==> src/rtl/accumulate_pkg.sv <==
// accumulate_pkg
//   Shared definitions for the partial-sum accumulator: FSM state encoding,
//   job-mode constants and the default widths derived from the PE datapath
//   (DATA_WIDTH operands, BIAS_WIDTH accumulator).
package accumulate_pkg;

   localparam int DATA_WIDTH = 8;
   localparam int BIAS_WIDTH = 32;

   localparam int DEF_NUM_LANES = 3;
   localparam int DEF_PSUM_W    = DATA_WIDTH * 2 + 2;
   localparam int DEF_ACC_W     = BIAS_WIDTH;
   localparam int DEF_LEN_W     = 8;

   typedef enum logic [1:0] {
      ST_IDLE = 2'd0,
      ST_CONV = 2'd1,
      ST_FC   = 2'd2
   } state_t;

   localparam logic MODE_CONV = 1'b0;
   localparam logic MODE_FC   = 1'b1;

endpackage

==> src/rtl/accumulate_pipe_if.sv <==
// accumulate_pipe_if
//   Bundles the job controls, the psum input stream and the result stream of
//   accumulate_pipe.
//   Handshake: a beat transfers on a rising clk edge where in_valid && in_ready;
//   a result transfers where out_valid && out_ready. A valid side holds its
//   payload stable until the transfer happens.
//   Modports: master = producer/consumer side (PE array + writeback),
//             slave  = the accumulator itself.
//   state_dbg exposes the accumulator FSM state for observation.
interface accumulate_pipe_if
   import accumulate_pkg::*;
#(
   parameter int NUM_LANES = DEF_NUM_LANES,
   parameter int PSUM_W    = DEF_PSUM_W,
   parameter int ACC_W     = DEF_ACC_W,
   parameter int LEN_W     = DEF_LEN_W
) ();

   logic                        mode;
   logic [LEN_W-1:0]            fc_len;
   logic [ACC_W-1:0]            bias;
   logic                        in_valid;
   logic                        in_ready;
   logic                        in_last;
   logic [NUM_LANES*PSUM_W-1:0] psum;
   logic                        out_valid;
   logic                        out_ready;
   logic [ACC_W-1:0]            sum;
   logic                        sat_flag;
   logic                        fc_line_done;
   logic                        busy;
   logic [1:0]                  state_dbg;

   modport master (
      output mode, fc_len, bias, in_valid, in_last, psum, out_ready,
      input  in_ready, out_valid, sum, sat_flag, fc_line_done, busy, state_dbg
   );

   modport slave (
      input  mode, fc_len, bias, in_valid, in_last, psum, out_ready,
      output in_ready, out_valid, sum, sat_flag, fc_line_done, busy, state_dbg
   );

endinterface

==> src/rtl/accumulate_pipe_sat_add.sv <==
// sat_add
//   Adds an ACC_W-bit operand (bias or running accumulator) to an
//   ACC_W+1-bit lane sum, with overflow detection and optional clamping.
//   Ports:
//     a      in  ACC_W    bias or accumulator
//     b      in  ACC_W+1  extended lane sum
//     result out ACC_W    clamped (SATURATE=1) or wrapped (SATURATE=0) sum
//     ovf    out 1        sum does not fit in ACC_W bits
module sat_add #(
   parameter int ACC_W    = 32,
   parameter int SIGNED   = 0,
   parameter int SATURATE = 1
) (
   input  logic [ACC_W-1:0] a,
   input  logic [ACC_W:0]   b,
   output logic [ACC_W-1:0] result,
   output logic             ovf
);

   // Two guard bits: b is already one bit wider than a, so the exact sum
   // needs ACC_W+2 bits to never wrap internally.
   localparam int W = ACC_W + 2;

   logic [W-1:0] a_x;
   logic [W-1:0] b_x;
   logic [W-1:0] full;
   logic [2:0]   top;

   always_comb begin
      if (SIGNED != 0) begin
         a_x = {{2{a[ACC_W-1]}}, a};
         b_x = {b[ACC_W], b};
      end else begin
         a_x = {2'b00, a};
         b_x = {1'b0, b};
      end
      full = a_x + b_x;
      top  = full[W-1:ACC_W-1];

      if (SIGNED != 0) begin
         // Representable only when the guard bits replicate the sign bit.
         ovf = !((&top) || !(|top));
      end else begin
         ovf = |top[2:1];
      end

      if (ovf && (SATURATE != 0)) begin
         if (SIGNED != 0) begin
            result = full[W-1] ? {1'b1, {(ACC_W-1){1'b0}}} : {1'b0, {(ACC_W-1){1'b1}}};
         end else begin
            result = {ACC_W{1'b1}};
         end
      end else begin
         result = full[ACC_W-1:0];
      end
   end

endmodule

==> src/rtl/accumulate_pipe.sv <==
// accumulate_pipe
//   Reduces NUM_LANES partial sums per beat and adds a bias. CONV jobs emit
//   one result per beat; FC jobs accumulate fc_len beats (or up to in_last)
//   into one result per line.
//   Ports:
//     clk  in  rising-edge clock
//     rst  in  asynchronous active-low reset
//     bus  accumulate_pipe_if.slave: job controls (mode, fc_len, bias),
//          psum beat stream (in_valid/in_ready/in_last/psum), result stream
//          (out_valid/out_ready/sum/sat_flag), fc_line_done pulse, busy and
//          state_dbg.
module accumulate_pipe
   import accumulate_pkg::*;
#(
   parameter int NUM_LANES = DEF_NUM_LANES,
   parameter int PSUM_W    = DEF_PSUM_W,
   parameter int ACC_W     = DEF_ACC_W,
   parameter int LEN_W     = DEF_LEN_W,
   parameter int SIGNED    = 0,
   parameter int SATURATE  = 1
) (
   input logic              clk,
   input logic              rst,
   accumulate_pipe_if.slave bus
);

   state_t           state_q, state_d;
   logic [ACC_W-1:0] acc_q, acc_d;
   logic [LEN_W-1:0] beat_cnt_q, beat_cnt_d;
   logic [LEN_W-1:0] fc_len_q, fc_len_d;
   logic             line_sat_q, line_sat_d;
   logic             out_valid_q, out_valid_d;
   logic [ACC_W-1:0] sum_q, sum_d;
   logic             sat_flag_q, sat_flag_d;
   logic             fc_line_done_q, fc_line_done_d;

   logic [ACC_W:0]   lane_sum;
   logic [ACC_W-1:0] add_a;
   logic [ACC_W-1:0] add_res;
   logic             add_ovf;
   logic             fc_beat;
   logic             fc_cont;
   logic [LEN_W-1:0] len_src;
   logic [LEN_W:0]   len_eff;
   logic [LEN_W:0]   cnt_next;
   logic             line_end;
   logic             sat_res;
   logic             in_ready_w;
   logic             accept;

   function automatic logic [ACC_W:0] ext_lane(input logic [PSUM_W-1:0] v);
      if (SIGNED != 0) begin
         return {{(ACC_W + 1 - PSUM_W){v[PSUM_W-1]}}, v};
      end else begin
         return {{(ACC_W + 1 - PSUM_W){1'b0}}, v};
      end
   endfunction

   always_comb begin
      lane_sum = '0;
      for (int i = 0; i < NUM_LANES; i++) begin
         lane_sum = lane_sum + ext_lane(bus.psum[i*PSUM_W +: PSUM_W]);
      end
   end

   // A beat belongs to an FC line when we are already in FC, or when it
   // opens an FC job from IDLE. fc_cont marks beats after the first of a line.
   assign fc_beat = (state_q == ST_FC) || ((state_q == ST_IDLE) && (bus.mode == MODE_FC));
   assign fc_cont = (state_q == ST_FC) && (beat_cnt_q != '0);

   // The first beat of a line decides its length from the live fc_len.
   assign len_src  = fc_cont ? fc_len_q : bus.fc_len;
   assign len_eff  = (len_src == '0) ? (LEN_W + 1)'(1) : {1'b0, len_src};
   assign cnt_next = {1'b0, beat_cnt_q} + (LEN_W + 1)'(1);
   assign line_end = bus.in_last || (cnt_next == len_eff);

   assign add_a   = fc_cont ? acc_q : bus.bias;
   assign sat_res = add_ovf || (fc_cont && line_sat_q);

   sat_add #(
      .ACC_W   (ACC_W),
      .SIGNED  (SIGNED),
      .SATURATE(SATURATE)
   ) u_sat_add (
      .a     (add_a),
      .b     (lane_sum),
      .result(add_res),
      .ovf   (add_ovf)
   );

   // Non-final FC beats never touch the output register, so they may be
   // taken even while a result is stalled downstream.
   assign in_ready_w = !out_valid_q || bus.out_ready || (fc_beat && !line_end);
   assign accept     = bus.in_valid && in_ready_w;

   always_comb begin
      state_d        = state_q;
      acc_d          = acc_q;
      beat_cnt_d     = beat_cnt_q;
      fc_len_d       = fc_len_q;
      line_sat_d     = line_sat_q;
      out_valid_d    = out_valid_q && !bus.out_ready;
      sum_d          = sum_q;
      sat_flag_d     = sat_flag_q;
      fc_line_done_d = 1'b0;

      if (accept) begin
         if (!fc_beat) begin
            sum_d       = add_res;
            sat_flag_d  = add_ovf;
            out_valid_d = 1'b1;
            state_d     = bus.in_last ? ST_IDLE : ST_CONV;
         end else begin
            if (!fc_cont) begin
               fc_len_d = bus.fc_len;
            end
            if (line_end) begin
               sum_d          = add_res;
               sat_flag_d     = sat_res;
               out_valid_d    = 1'b1;
               fc_line_done_d = 1'b1;
               acc_d          = '0;
               beat_cnt_d     = '0;
               line_sat_d     = 1'b0;
               state_d        = bus.in_last ? ST_IDLE : ST_FC;
            end else begin
               acc_d      = add_res;
               line_sat_d = sat_res;
               beat_cnt_d = beat_cnt_q + LEN_W'(1);
               state_d    = ST_FC;
            end
         end
      end
   end

   always_ff @(posedge clk or negedge rst) begin
      if (!rst) begin
         state_q        <= ST_IDLE;
         acc_q          <= '0;
         beat_cnt_q     <= '0;
         fc_len_q       <= '0;
         line_sat_q     <= 1'b0;
         out_valid_q    <= 1'b0;
         sum_q          <= '0;
         sat_flag_q     <= 1'b0;
         fc_line_done_q <= 1'b0;
      end else begin
         state_q        <= state_d;
         acc_q          <= acc_d;
         beat_cnt_q     <= beat_cnt_d;
         fc_len_q       <= fc_len_d;
         line_sat_q     <= line_sat_d;
         out_valid_q    <= out_valid_d;
         sum_q          <= sum_d;
         sat_flag_q     <= sat_flag_d;
         fc_line_done_q <= fc_line_done_d;
      end
   end

   assign bus.in_ready     = in_ready_w;
   assign bus.out_valid    = out_valid_q;
   assign bus.sum          = sum_q;
   assign bus.sat_flag     = sat_flag_q;
   assign bus.fc_line_done = fc_line_done_q;
   assign bus.busy         = (state_q != ST_IDLE);
   assign bus.state_dbg    = state_q;

endmodule
==> src/flat_wrapper.sv <==
// flat-port wrapper written by rule: the top's interface ports become plain ports
module accumulate_pipe_flat import accumulate_pkg::*;
#(
   parameter int NUM_LANES = DEF_NUM_LANES,
   parameter int PSUM_W    = DEF_PSUM_W,
   parameter int ACC_W     = DEF_ACC_W,
   parameter int LEN_W     = DEF_LEN_W,
   parameter int SIGNED    = 0,
   parameter int SATURATE  = 1
)
  (clk, rst, bus_mode, bus_fc_len, bus_bias, bus_in_valid, bus_in_last, bus_psum, bus_out_ready, bus_in_ready, bus_out_valid, bus_sum, bus_sat_flag, bus_fc_line_done, bus_busy, bus_state_dbg);
  accumulate_pipe_if #(.NUM_LANES(NUM_LANES), .PSUM_W(PSUM_W), .ACC_W(ACC_W), .LEN_W(LEN_W)) bus_i ();
  input logic clk;
  input logic rst;
  input wire logic [$bits(bus_i.mode)-1:0] bus_mode;
  input wire logic [$bits(bus_i.fc_len)-1:0] bus_fc_len;
  input wire logic [$bits(bus_i.bias)-1:0] bus_bias;
  input wire logic [$bits(bus_i.in_valid)-1:0] bus_in_valid;
  input wire logic [$bits(bus_i.in_last)-1:0] bus_in_last;
  input wire logic [$bits(bus_i.psum)-1:0] bus_psum;
  input wire logic [$bits(bus_i.out_ready)-1:0] bus_out_ready;
  output wire logic [$bits(bus_i.in_ready)-1:0] bus_in_ready;
  output wire logic [$bits(bus_i.out_valid)-1:0] bus_out_valid;
  output wire logic [$bits(bus_i.sum)-1:0] bus_sum;
  output wire logic [$bits(bus_i.sat_flag)-1:0] bus_sat_flag;
  output wire logic [$bits(bus_i.fc_line_done)-1:0] bus_fc_line_done;
  output wire logic [$bits(bus_i.busy)-1:0] bus_busy;
  output wire logic [$bits(bus_i.state_dbg)-1:0] bus_state_dbg;
  assign bus_i.mode = bus_mode;
  assign bus_i.fc_len = bus_fc_len;
  assign bus_i.bias = bus_bias;
  assign bus_i.in_valid = bus_in_valid;
  assign bus_i.in_last = bus_in_last;
  assign bus_i.psum = bus_psum;
  assign bus_i.out_ready = bus_out_ready;
  assign bus_in_ready = bus_i.in_ready;
  assign bus_out_valid = bus_i.out_valid;
  assign bus_sum = bus_i.sum;
  assign bus_sat_flag = bus_i.sat_flag;
  assign bus_fc_line_done = bus_i.fc_line_done;
  assign bus_busy = bus_i.busy;
  assign bus_state_dbg = bus_i.state_dbg;
  accumulate_pipe #(.NUM_LANES(NUM_LANES), .PSUM_W(PSUM_W), .ACC_W(ACC_W), .LEN_W(LEN_W), .SIGNED(SIGNED), .SATURATE(SATURATE)) u_core (.clk(clk), .rst(rst), .bus(bus_i));
endmodule
==> config.mk <==
export PLATFORM = sky130hd
export DESIGN_NAME = accumulate_pipe_flat
export DESIGN_NICKNAME = d
export VERILOG_FILES = /design/src/rtl/accumulate_pkg.sv /design/src/rtl/accumulate_pipe_if.sv /design/src/rtl/accumulate_pipe_sat_add.sv /design/src/rtl/accumulate_pipe.sv /design/src/flat_wrapper.sv
export SDC_FILE = /design/constraint.sdc
export NUM_CORES = 1
export LEC_CHECK = 0
export CORE_MARGIN = 2
export CORE_UTILIZATION = 35
export CTS_BUF_LIST = sky130_fd_sc_hd__clkbuf_8
export CTS_CLUSTER_SIZE = 20
export DETAILED_ROUTE_END_ITERATION = 8
export PLACE_DENSITY = 0.7
export SLEW_MARGIN = 30
export SYNTH_ARGS = -nofsm -noshare
export SYNTH_HDL_FRONTEND = slang
export SYNTH_HIERARCHICAL = 1
export SYNTH_SLANG_ARGS = --single-unit
==> constraint.sdc <==
create_clock -name clk -period 6.1 [get_ports clk]
set_input_delay 0.915 -clock clk [delete_from_list [all_inputs] [get_ports clk]]
set_output_delay 0.915 -clock clk [all_outputs]
set_load 0.05 [all_outputs]
# Yosys cells after proc, flatten, opt, wreduce, memory -nomap -nowiden
# Cells that the tools add are included.
dict set report totals {
  regBits 86
  out_inout_bits 39
  wordCells 59
}
dict set report op_classes {
  add_sub_neg 5
  eq_ne 3
  muxes 21
  reduce_logical 21
}
# op count
set ops {}
lappend ops {{$mux 32} 5}
lappend ops {{$add 32x33->34} 1}
lappend ops {{$add 33x18->33} 1}
lappend ops {{$mux 8} 3}
lappend ops {{$add 18x18->19} 1}
lappend ops {{$mux 1} 10}
lappend ops {{$add 8x1->9 const B} 1}
lappend ops {{$eq 9x9->1} 1}
lappend ops {{$add 8x1->8 const B} 1}
lappend ops {{$logic_not 8->1} 1}
lappend ops {{$reduce_bool 8->1} 1}
lappend ops {{$logic_and 1x1->1} 6}
lappend ops {{$mux 2} 3}
lappend ops {{$logic_or 1x1->1} 5}
lappend ops {{$reduce_and 2->1} 2}
lappend ops {{$logic_not 1->1} 3}
lappend ops {{$eq 2x2->1 const B} 1}
lappend ops {{$logic_not 2->1} 1}
lappend ops {{$ne 2x2->1 const B} 1}
lappend ops {{$reduce_bool 2->1} 1}
lappend ops {{$reduce_or 2->1} 1}

# Logic depth before layout (Yosys ltp)
# Gate-level depths: netlist of the first run.
dict set report depth {
  word_depth 12
  ltp_mapped 28
  depth_no_buf 26
}

# Modules after synthesis
# The synthesis of the first run kept the hierarchy.
# module instances cells_each area_each_um2
set by_module_without_submodules {}
lappend by_module_without_submodules {accumulate_pipe 1 430 5198.7}
lappend by_module_without_submodules {sat_add 1 289 1950.6}

# Worst setup path before layout of the first run
# Ideal clock, no wire load.
dict set report synth_timing {
  path_kind {input to register}
  startpoint {in bus_psum[1]}
  endpoint {reg u_core.sum_q[29] (netlist: u_core/bus.sum[29])}
  setup_time_ns 0.125
  arrival_ns 5.232
  required_ns 5.975
  path_slack_ns 0.744
  cell_stages 24
  n_path_buf 1
  cell_sequence {fa_1 ha_1 inv_1 fa_1 nor2b_1 o21ai_0 a21boi_0 o211ai_1 a21boi_0 o21ai_0 nand2b_1 a21oi_1 xnor2_1 ha_1 a21o_1 a31oi_1 o22ai_2 a41o_1 a21oi_1 a21oi_1 a21oi_4 buf_6 o21ai_0 mux2_2}
}
dict set report synth_between {
  elab_chain_cells 7
}
# item line_no
set synth_rtl {}
lappend synth_rtl {{from (decl)} flat_wrapper.sv:20} ;# input wire logic [$bits(bus_i.psum)-1:0] bus_psum;
lappend synth_rtl {{$add 18x18->19 *} accumulate_pipe.sv:62} ;# lane_sum = lane_sum + ext_lane(bus.psum[i*PSUM_W +: PSUM_W]);
lappend synth_rtl {{$add 33x18->33 *} accumulate_pipe.sv:62}
lappend synth_rtl {{via u_core.lane_sum[11]} accumulate_pipe.sv:37} ;# logic [ACC_W:0] lane_sum;
lappend synth_rtl {{$add 32x33->34 *} accumulate_pipe_sat_add.sv:37} ;# full = a_x + b_x;
lappend synth_rtl {{$reduce_or 2->1} accumulate_pipe_sat_add.sv:44} ;# ovf = |top[2:1];
lappend synth_rtl {{$mux 32 *} accumulate_pipe_sat_add.sv:47} ;# if (ovf && (SATURATE != 0)) begin
lappend synth_rtl {{via u_core.add_res[29]} accumulate_pipe.sv:39} ;# logic [ACC_W-1:0] add_res;
lappend synth_rtl {{$mux 32} accumulate_pipe.sv:117} ;# if (line_end) begin
lappend synth_rtl {{$mux 32 *} accumulate_pipe.sv:108} ;# if (!fc_beat) begin
lappend synth_rtl {{to (signal assigned)} accumulate_pipe.sv:154} ;# sum_q <= sum_d;
lappend synth_rtl {{to (decl)} accumulate_pipe.sv:33} ;# logic [ACC_W-1:0] sum_q, sum_d;
# The timed path passes the listed nets; every way through them passes the cells marked *. The select of a mux whose other input is x is not followed.
# A chain may end at the register's enable or synchronous reset.

# Worst setup path after layout of the first run
dict set report layout_timing {
  startpoint {in bus_psum[1]}
  endpoint {reg u_core.sum_q[26] (netlist: u_core/bus.sum[26])}
}
# Same word-level chain as after synthesis.

==> run summary, run 1 <==
outcome: complete, no violations
GRT Total Usage: 17.3%
placed cell area: 9100 um2
clock power share: 12.0%
CTS tree: yes
critical path startpoint category: primary input
Antenna Nets Post-Route: 0
most frequent cells in the layout: clkdlybuf4s50_1, dfrtp_1, mux2_2
crit path from: bus_psum[1]
leakage power: 3.91 nW
Logic pwr share: 65.3%
Mapped Avg Cell Area: 9.94 um2
Die X: 147 um
initial antenna violation count: 0
DIE AREA: 21600 um2
largest net degree at the start of global routing: 58
Num Clock Sinks: 86
routability congestion estimate: 0.870
Routed WL: 18.2 mm
Sw Ratio: 44.4%
most common cell after layout, fill and taps aside: clkdlybuf4s50_1
Slew @ Worst Pin: 973 ps
Tot Pwr: 4.17 mW
Tcrit/Tclk final: 94.5%
1st-iter DRT viols: 232
CP Max Fanout: 10
cell taking the most area after synthesis: dfrtp_1
final setup vio count: 0
Clock Latency Late Sink: 390 ps
# diodes: 0
mapped cell area: 7150 um2
Hold Crit Class: primary input to async pin
Peak VDD IR: 0.134 mV
post-route cell area: 9370 um2
Hold Vio Cnt, Final: 0
std cell rows: 52
IO Port Bufs: 138
Yosys cell types: 71
core area: 20200 um2
Pint: 2.32 mW
IO Pins: 139
first-pass GRT wire length: 30.3 mm
vias after detailed routing: 5970
wire length per cell: 15.5 um
RSZ-0062 raised after global routing: false
Reg2Reg Setup Slack: 1180 ps
WP data required: 6370 ps
Slew Limit Headroom: 35.2%
R2R cell count: 15
Synth Instances: 719
Seq cells post-synth: 86
Reg power frac: 22.7%
max layer used: met4
number of CTS-inserted buffers: 9
reg-to-reg startpoint: u_core/beat_cnt_q[0]
r2r endpoint: u_core/bus.sum[26]
CP Capture Point: u_core/bus.sum[26]
met2 WL post-DR: 8.14 mm
top cell type's share of synthesized area: 30.1%
Synth-to-Final Area Change: 31.0%
synth top area cells: dfrtp_1, mux2_2, ha_1
register area share after synthesis: 30.1%
Crit path arrival time: 6040 ps
clk slew on worst S/H paths: 80 ps
DRT Pass-1 Iters: 5
CTS max path bufs: 2
Post-synth EDFFs: 0
ratio of cells with drive above 1 in the final layout: 17.6%
initial core utilization: 35.4%
Max Clk Rate: 174 MHz
clk root buf: clkbuf_8
Ys Warns: 6
Met1 Wirelength: 8.87 mm
worst clock skew: 10.4 ps
Nets: 1064
CP endpoint kind: flop
Die Y: 147 um
worst setup path category: primary input to flop
Power Dens Cells: 445 nW/um2
min cycle time layout: 5760 ps
vias in the first global route: 6120
ys flop type: dfrtp_1
Slew Limit Fails: 0
Switch Pwr: 1.85 mW
max_cap viols: 0
Synth async-reset ratio: 100%
vias per cell: 5.11
Post-DP HPWL: 13.9 mm
grt total ovfl: 0
H-tree levels: 3
# DRC: 0
WL met3: 924 um
[routing by layer]
| metal | up-vias | global-route usage (%) |
|---|---|---|
| met4 | 0 | 4.66 |
| met2 | 151 | 27.5 |
| met3 | 13 | 3.88 |
| met1 | 2852 | 23.9 |
| li1 | 2954 | - |
| met5 | - | 0 |
[final cells by class]
cell class | count | area [um2]
multi-input combinational | 581 | 4780
timing repair buffer | 185 | 1740
clock buffer | 9 | 124
inverter | 30 | 113
tap | 270 | 338
sequential | 86 | 2150
fill | 1940 | 10800
clock inverter | 7 | 121
[synthesized netlist by cell type, drive strengths merged, types with 3 or more instances]
cell type,instances
o21ai,30
fa,20
mux2i,7
mux2,75
a31oi,11
dfrtp,86
ha,51
nand4,6
and3,6
nor2b,5
nand3,17
xnor2,35
nor3,9
nor2,28
nand2b,8
a22o,37
a211oi,5
o211ai,4
or4,4
xor2,19
a21oi,47
o21bai,6
a21boi,4
a211o,3
a21o,18
inv,30
clkbuf,15
o31ai,3
o21a,8
nor4,5
buf,21
nand2,64
[timing repair]
item,4_1_cts,5_1_grt
resized for setup,0,8
endpoints found under the setup margin,0,66
setup buffers,0,1
hold buffers,0,0
endpoints found under the hold margin,0,0
[kinds of logic after synthesis]
kind of cell	Yosys count	share of synthesized area, %
XOR/XNOR	54	6.62
AO/OA/AOI/OAI	197	20.1
buffers and inverters	66	4.17
AND/OR/NAND/NOR	162	11.2
other	1	0.0525
flip-flops	86	30.1
adder cells (fa/ha/maj)	71	14.5
multiplexers	82	13.2
[registers in the layout, summed over array words and instances (netlist names)]
register,flops
u_core/acc_q,32
u_core/bus.sum,32
u_core/beat_cnt_q,8
u_core/fc_len_q,8
u_core/bus.state_dbg,2
u_core/bus.fc_line_done,1
u_core/bus.out_valid,1
u_core/bus.sat_flag,1
u_core/line_sat_q,1
[worst max-delay path: stages]
cell	delay, ps
clkdlybuf4s50_1	430
fa_1	490
ha_1	230
inv_1	70
fa_1	200
nor2b_1	60
o21ai_1	210
a21boi_1	120
o211ai_1	270
a21oi_2	120
o31ai_2	270
a21oi_1	120
o21a_1	200
o21a_1	200
ha_1	350
buf_4	160
nand4_1	80
nor4_1	50
a221oi_1	290
nand2_1	130
a21oi_2	180
a21oi_2	90
a21oi_4	230
buf_4	220
nand2_1	100
mux2_2	270
[how the worst min path moves through the flow]
stage          slack (ps)               from                   to
2_1_floorplan         470  u_core/line_sat_q    u_core/line_sat_q
3_3_place_gp          480   u_core/acc_q[17]     u_core/acc_q[17]
3_5_place_dp          490   u_core/acc_q[15]     u_core/acc_q[15]
4_1_cts               450                rst  u_core/bus.sat_flag
5_1_grt               470                rst   u_core/bus.sum[23]
6_report              450                rst   u_core/bus.sum[23]
[power groups by stage]
stage | Sequential (mW) | Combinational [mW] | Clock, mW
2_1_floorplan | 1.24 | 1.58 | 0
3_3_place_gp | 0.946 | 2.66 | 0
3_5_place_dp | 0.955 | 2.69 | 0
4_1_cts | 0.947 | 2.71 | 0.520
5_1_grt | 0.979 | 2.97 | 0.544
6_report | 0.946 | 2.72 | 0.502
[metrics by stage]
step | worst slack [ps] | TNS, ps | hold slack [ps] | utilization, % | instances
finish | 337 | 0 | 451 | 46.4 | 1168
global route | 4.38 | 0 | 467 | 46.4 | 1168
CTS | 104 | 0 | 446 | 46.3 | 1167
detailed placement | -300 | -15270 | 488 | 45.1 | 1151
global placement | -280 | -12430 | 482 | 45.1 | 1151
floorplan | 744 | 0 | 466 | - | 733
No activity file was read; power rests on OpenSTA's default activity.
==> run 2, diff against run 1 <==
==> constraint.sdc (replaced) <==
create_clock -name clk -period 7.25 [get_ports clk]
set_input_delay 0.725 -clock clk [delete_from_list [all_inputs] [get_ports clk]]
set_output_delay 0.725 -clock clk [all_outputs]
set_load 0.05 [all_outputs]
==> run 2 against run 1 <==
  * Cell count is 3.6% lower
  * Count of clock-buffer cells in the layout rose by 1
  * Wire length down 2.8%
  * Largest power group unchanged
  * Critical path type unchanged
  * Design area down 3.6%
  * Sequential power down 16%
  * Clock skew grew 5.4 ps
  * Register-to-register slack better by 840 ps
  * First-iteration DRC count increased by 42%
  * Worst hold slack got worse by 180 ps
  * Core utilization decreased by 1.7 points
  * Via count decreased by 2.2%
  * Clock power is 16% lower
==> run summary, run 2 (synthesis gave the netlist of run 1 again) <==
outcome: complete, no violations
Cell Count Post-Placement: 1111 (-3.5%)
Slew @ Worst Pin: 885 ps (-88.0 ps)
Routed WL: 17.7 mm (-2.8%)
min cycle time layout: 6230 ps
post-CTS setup buffer count: 0 (unchanged)
Nets: 1023 (-3.9%)
DIE AREA: 21600 um2 (unchanged)
Slew Limit Fails: 0 (unchanged)
Antenna Nets Post-Route: 0 (unchanged)
clk slew on worst S/H paths: 90 ps (about the same)
worst clock skew: 15.8 ps (+5.38 ps)
IO Pins: 139 (unchanged)
CP Max Fanout: 21 (+11)
WP data required: 7520 ps (+1150 ps)
RSZ-0062 raised after global routing: false
GRT Total Usage: 16.8% (-0.49 points)
routability congestion estimate: 0.861 (-0.99%)
wire length per cell: 15.7 um (+0.85%)
worst setup path category: primary input to flop
# diodes: 0 (unchanged)
final setup vio count: 0 (unchanged)
Peak VDD IR: 0.104 mV (-22%)
largest net degree at the start of global routing: 58 (unchanged)
Post-DP HPWL: 13.3 mm (-4.1%)
Tcrit/Tclk final: 85.9%
crit path from: bus_psum[1]
Slew Limit Headroom: 41.0% (+5.9 points)
vias per cell: 5.19 (+1.5%)
grt total ovfl: 0 (unchanged)
initial antenna violation count: 0 (unchanged)
Die Y: 147 um (unchanged)
ratio of cells with drive above 1 in the final layout: 13.1% (-4.5 points)
Power Dens Cells: 369 nW/um2 (-17%)
Hold Vio Cnt, Final: 0 (unchanged)
Tot Pwr: 3.33 mW (-20%)
# DRC: 0 (unchanged)
max_cap viols: 0 (unchanged)
first-pass GRT wire length: 29.6 mm (-2.4%)
H-tree levels: 3 (unchanged)
DRT Pass-1 Iters: 5 (unchanged)
CTS tree: yes
post-route cell area: 9030 um2 (-3.6%)
most common cell after layout, fill and taps aside: clkdlybuf4s50_1
number of CTS-inserted buffers: 9 (unchanged)
Synth-to-Final Area Change: 26.3%
1st-iter DRT viols: 330 (+42%)
vias after detailed routing: 5839 (-2.2%)
cts hold-fix bufs: 0 (unchanged)
Die X: 147 um (unchanged)
reg-to-reg startpoint: u_core/beat_cnt_q[0]
critical path startpoint category: primary input
CP endpoint kind: flop
Final WS setup: 1020 ps (+684 ps)
most frequent cells in the layout: clkdlybuf4s50_1, dfrtp_1, mux2_2
Max Clk Rate: 161 MHz
Clock Latency Late Sink: 380 ps (about the same)
leakage power: 3.72 nW (-5.0%)
initial core utilization: 35.4% (unchanged)
CTS max path bufs: 2 (unchanged)
Place WS: 683 ps (+983 ps)
clk root buf: clkbuf_8
core area: 20200 um2 (unchanged)
Num Clock Sinks: 86 (unchanged)
Finished Core Util: 44.8% (-1.7 points)
Crit path arrival time: 6500 ps (+460 ps)
vias in the first global route: 5837 (-4.6%)
std cell rows: 52 (unchanged)
Hold Crit Class: primary input to async pin
Fin Hold WS: 273 ps (-178 ps)
Post-CTS Resized: 0 (unchanged)
placed cell area: 8790 um2 (-3.4%)
IO Port Bufs: 138 (unchanged)
Post-Route Setup TNS: 0 ps (unchanged)
Post-Layout Cell Count: 1126 (-3.6%)
==> run 2: cell type report <==
type                    instances  area, um2
clock buffers                  10        138
well taps                     270        338
multi-input cells             581       4760
clock inverters                 5        106
inverters                      30        113
repair buffers                144       1420
flip-flops and latches         86       2150
fillers                      1971      11100
==> run 2: path summary, 6_finish.rpt <==
path	cells past startpoint	slack [ps]	end
worst max-delay path	25	1020	u_core/bus.sum[8]
worst min-delay path	1	270	u_core/acc_q[20]
worst max register to register	17	2020	u_core/bus.sat_flag
worst min register to register	1	500	u_core/acc_q[31]
max in group asynchronous	2	5900	u_core/beat_cnt_q[4]
min in group clk	1	500	u_core/acc_q[31]
==> run 2: layer usage <==
| metal | part of all wire, % | global-route usage [%] | vias to the layer above |
|---|---|---|---|
| met2 | 45 | 26.7 | 157 |
| li1 | - | - | 2878 |
| met1 | 49 | 23.4 | 2783 |
| met3 | 5.1 | 2.92 | 21 |
| met4 | 1.8 | 5.58 | 0 |
| met5 | 0 | 0 | - |
==> run 2: critical path, cell delays in order <==
cell and delay, ps:
clkdlybuf4s50_1 430, fa_1 550, ha_1 180, inv_1 60, fa_1 400, nor2b_1 120
o21ai_0 140, a21boi_0 370, o211ai_1 160, a21boi_0 230, o21ai_0 110, nand2b_1 90
a21oi_1 80, xnor2_1 130, ha_1 350, a21o_1 200, a31oi_1 260, o22ai_2 180
a41o_1 260, a21oi_1 210, a21oi_1 150, a21oi_4 330, buf_4 360, nand2_1 130
mux2_2 280
==> run 2: power by group <==
group | total (mW) | switching (mW) | internal [mW] | leakage, nW
Clock | 0.420 | 0.182 | 0.238 | 0.119
Sequential | 0.796 | 0.121 | 0.676 | 0.991
Combinational | 2.12 | 1.21 | 0.911 | 2.61
Total | 3.33 | 1.51 | 1.82 | 3.72
==> run 3, diff against run 2 <==
ABC_AREA = 1   (was default)
PLACE_DENSITY = 0.68   (was 0.7)
==> run 3 against run 2 <==
  * Sequential share of layout area is 3.3 points lower
  * Core utilization down 1.7 points
  * Design area grew 16%
  * Sequential power grew 2%
  * Power up 5.7%
  * Register-to-register slack improved by 800 ps
  * First-iteration DRC count up 53%
  * Clock skew grew 8.6 ps
  * Via count increased by 39%
  * Wire length increased by 32%
  * Cell count up 55%
  * Non-clock buffer count down 2
  * Critical path type unchanged
==> run summary, run 3 <==
reg-to-reg startpoint: u_core/beat_cnt_q[0]
routability congestion estimate: 0.933 (+8.3%)
std cell rows: 57 (+9.6%)
CTS max path bufs: 2 (unchanged)
Hold Vio Cnt, Final: 0 (unchanged)
cts hold-fix bufs: 0 (unchanged)
worst clock skew: 24.4 ps (+8.60 ps)
most frequent cells in the layout: nand2_1, inv_1, clkdlybuf4s50_1
Synth-to-Final Area Change: 21.0%
vias per cell: 4.67 (-9.9%)
max incr delay on CP: 550 ps (about the same)
DIE AREA: 26000 um2 (+21%)
critical path depth: 30 (+20%)
Die X: 161 um (+9.8%)
vias after detailed routing: 8135 (+39%)
largest net degree at the start of global routing: 68 (+17%)
mapped cell area: 8670 um2 (+21%)
number of CTS-inserted buffers: 9 (unchanged)
Post-Route Setup TNS: 0 ps (unchanged)
GRT Total Usage: 18.3% (+1.5 points)
critical path startpoint category: primary input
R2R cell count: 23 (+6)
Tcrit/Tclk final: 74.6% (-11 points)
Worst path most repeated cell: nand2_1
H-tree levels: 3 (unchanged)
min cycle time layout: 5410 ps (-822 ps)
max_cap viols: 0 (unchanged)
IO Port Bufs: 138 (unchanged)
final-layout fill cell count: 2526 (+28%)
worst setup path category: primary input to flop
Slew Limit Headroom: 9.88% (-31 points)
initial core utilization: 35.6% (+0.19 points)
clk slew on worst S/H paths: 110 ps (+20 ps)
top post-synthesis cells by count: nand2_1, inv_1, dfrtp_1, nand3_1, ha_1
leakage power: 5.68 nW (+53%)
final setup vio count: 0 (unchanged)
Antenna Nets Post-Route: 0 (unchanged)
WP data required: 7480 ps (-40 ps)
cell taking the most area after synthesis: dfrtp_1
Place WS: 1390 ps (+707 ps)
Nets: 1584 (+55%)
IO Pins: 139 (unchanged)
register area: 2150 um2 (unchanged)
Yosys cell types: 44 (-38%)
Clock Latency Late Sink: 370 ps (about the same)
vias in the first global route: 7714 (+32%)
Num Clock Sinks: 86 (unchanged)
r2r endpoint: u_core/bus.sat_flag
Peak VDD IR: 0.152 mV (+46%)
post-CTS setup buffer count: 0 (unchanged)
Hold Crit Class: primary input to async pin
top cell type's share of synthesized area: 24.8% (-5.3 points)
RSZ-0062 raised after global routing: false
crit path from: bus_psum[1]
Mapped Avg Cell Area: 6.79 um2 (-32%)
CTS tree: yes
Reg2Reg Setup Slack: 2820 ps (+800 ps)
Post-synth EDFFs: 0 (unchanged)
# diodes: 0 (unchanged)
multi-input logic area: 5470 um2 (+15%)
Synth async-reset ratio: 100% (unchanged)
1st-iter DRT viols: 506 (+53%)
clk root buf: clkbuf_8
outcome: complete, no violations
Seq cells post-synth: 86 (unchanged)
initial antenna violation count: 0 (unchanged)
Post-DP HPWL: 19.1 mm (+43%)
Routed WL: 23.4 mm (+32%)
ratio of cells with drive above 1 in the final layout: 10.1% (-3.0 points)
synth top area cells: dfrtp_1, nand2_1, inv_1
Slew @ Worst Pin: 1350 ps (+464 ps)
core area: 24300 um2 (+21%)
crit path buf inv count: 7 (+4)
Final WS setup: 1840 ps (+822 ps)
Max Clk Rate: 185 MHz (+15%)
grt total ovfl: 0 (unchanged)
register area share after synthesis: 24.8% (-5.3 points)
CP endpoint kind: flop
first-pass GRT wire length: 38.8 mm (+31%)
Power Dens Cells: 336 nW/um2 (-9.0%)
Ys Warns: 6 (unchanged)
DRT Pass-1 Iters: 5 (unchanged)
Synth Instances: 1277 (+78%)
Slew Limit Fails: 0 (unchanged)
most common cell in the netlist: nand2_1
CP delay by family, top: adder cells
Crit path arrival time: 5640 ps (-860 ps)
wire length per cell: 13.4 um (-14%)
Crit-path slowest cell: fa_1
ys flop type: dfrtp_1
Post-CTS Resized: 0 (unchanged)
CP Max Fanout: 33 (+57%)
most common cell after layout, fill and taps aside: nand2_1
Die Y: 161 um (+9.8%)
# DRC: 0 (unchanged)
## run 3: routing by layer
layer,vias up,global-route usage [%],wire (um)
met5,-,0,0
met4,0,4.59,378
met3,22,1.77,1120
met2,197,30.5,10800
met1,3717,25.6,11000
li1,4199,-,-
## run 3: worst reg2reg max path, stage by stage, from the launching register on
cell	delay [ps]
dfrtp_1	470
inv_1	190
ha_1	170
nand2_1	50
nor2_1	120
nand2_2	180
nand2_2	330
buf_4	470
mux2_2	450
fa_1	500
nand3_1	130
nand2_2	90
nand2_2	90
nand2_4	70
nand2_1	70
nand2_2	60
nand2_2	80
nand3_2	130
nand2_8	290
nand2_1	100
inv_1	50
o21ai_0	90
inv_1	70
o21ai_1	70
## run 3: layout make-up
class | instances | area share [%]
multi-input combinational | 949 | 52.2
sequential | 86 | 20.5
timing repair buffer | 142 | 13.4
inverter | 225 | 8.05
tap | 324 | 3.87
clock buffer | 9 | 1.18
clock inverter | 7 | 0.740
## run 3: power by group
group,internal [mW],switching (mW),leakage [nW]
logic,0.827,1.53,4.53
clock network,0.164,0.190,0.101
registers,0.666,0.146,1.05
## run 3: cell families (layout without fill, tap and decap cells)
logic type	count (synthesis)	after routing	share of synthesized area (%)
simple gates	695	695	36.2
buf+inv	257	383	12.8
compound gates	99	99	6.35
flops	86	86	24.8
fa+ha+maj	71	71	12.0
xor+xnor	36	36	3.64
mux	32	32	4.16
other cells	1	16	0.0433
## run 3: metrics by stage
step           utilization (%)  hold WS [ps]  instance area [um2]  cells  total power [mW]
5_1_grt                   43.1           248                10500   1742              3.84
4_1_cts                   43.1           229                10500   1742              3.52
3_5_place_dp              42.3           450                10300   1726              3.15
2_1_floorplan                -           429                 8720   1292              2.53
6_report                  43.1           245                10500   1742              3.52
3_3_place_gp              42.3           448                10300   1726              3.12
## run 3: how the worst max path moves through the flow
stage	to	slack, ps
2_1_floorplan	u_core/bus.sat_flag	2380
3_3_place_gp	u_core/bus.sat_flag	1500
3_5_place_dp	u_core/bus.sat_flag	1390
4_1_cts	u_core/bus.sat_flag	1790
5_1_grt	u_core/bus.sat_flag	1310
6_report	u_core/bus.sat_flag	1840
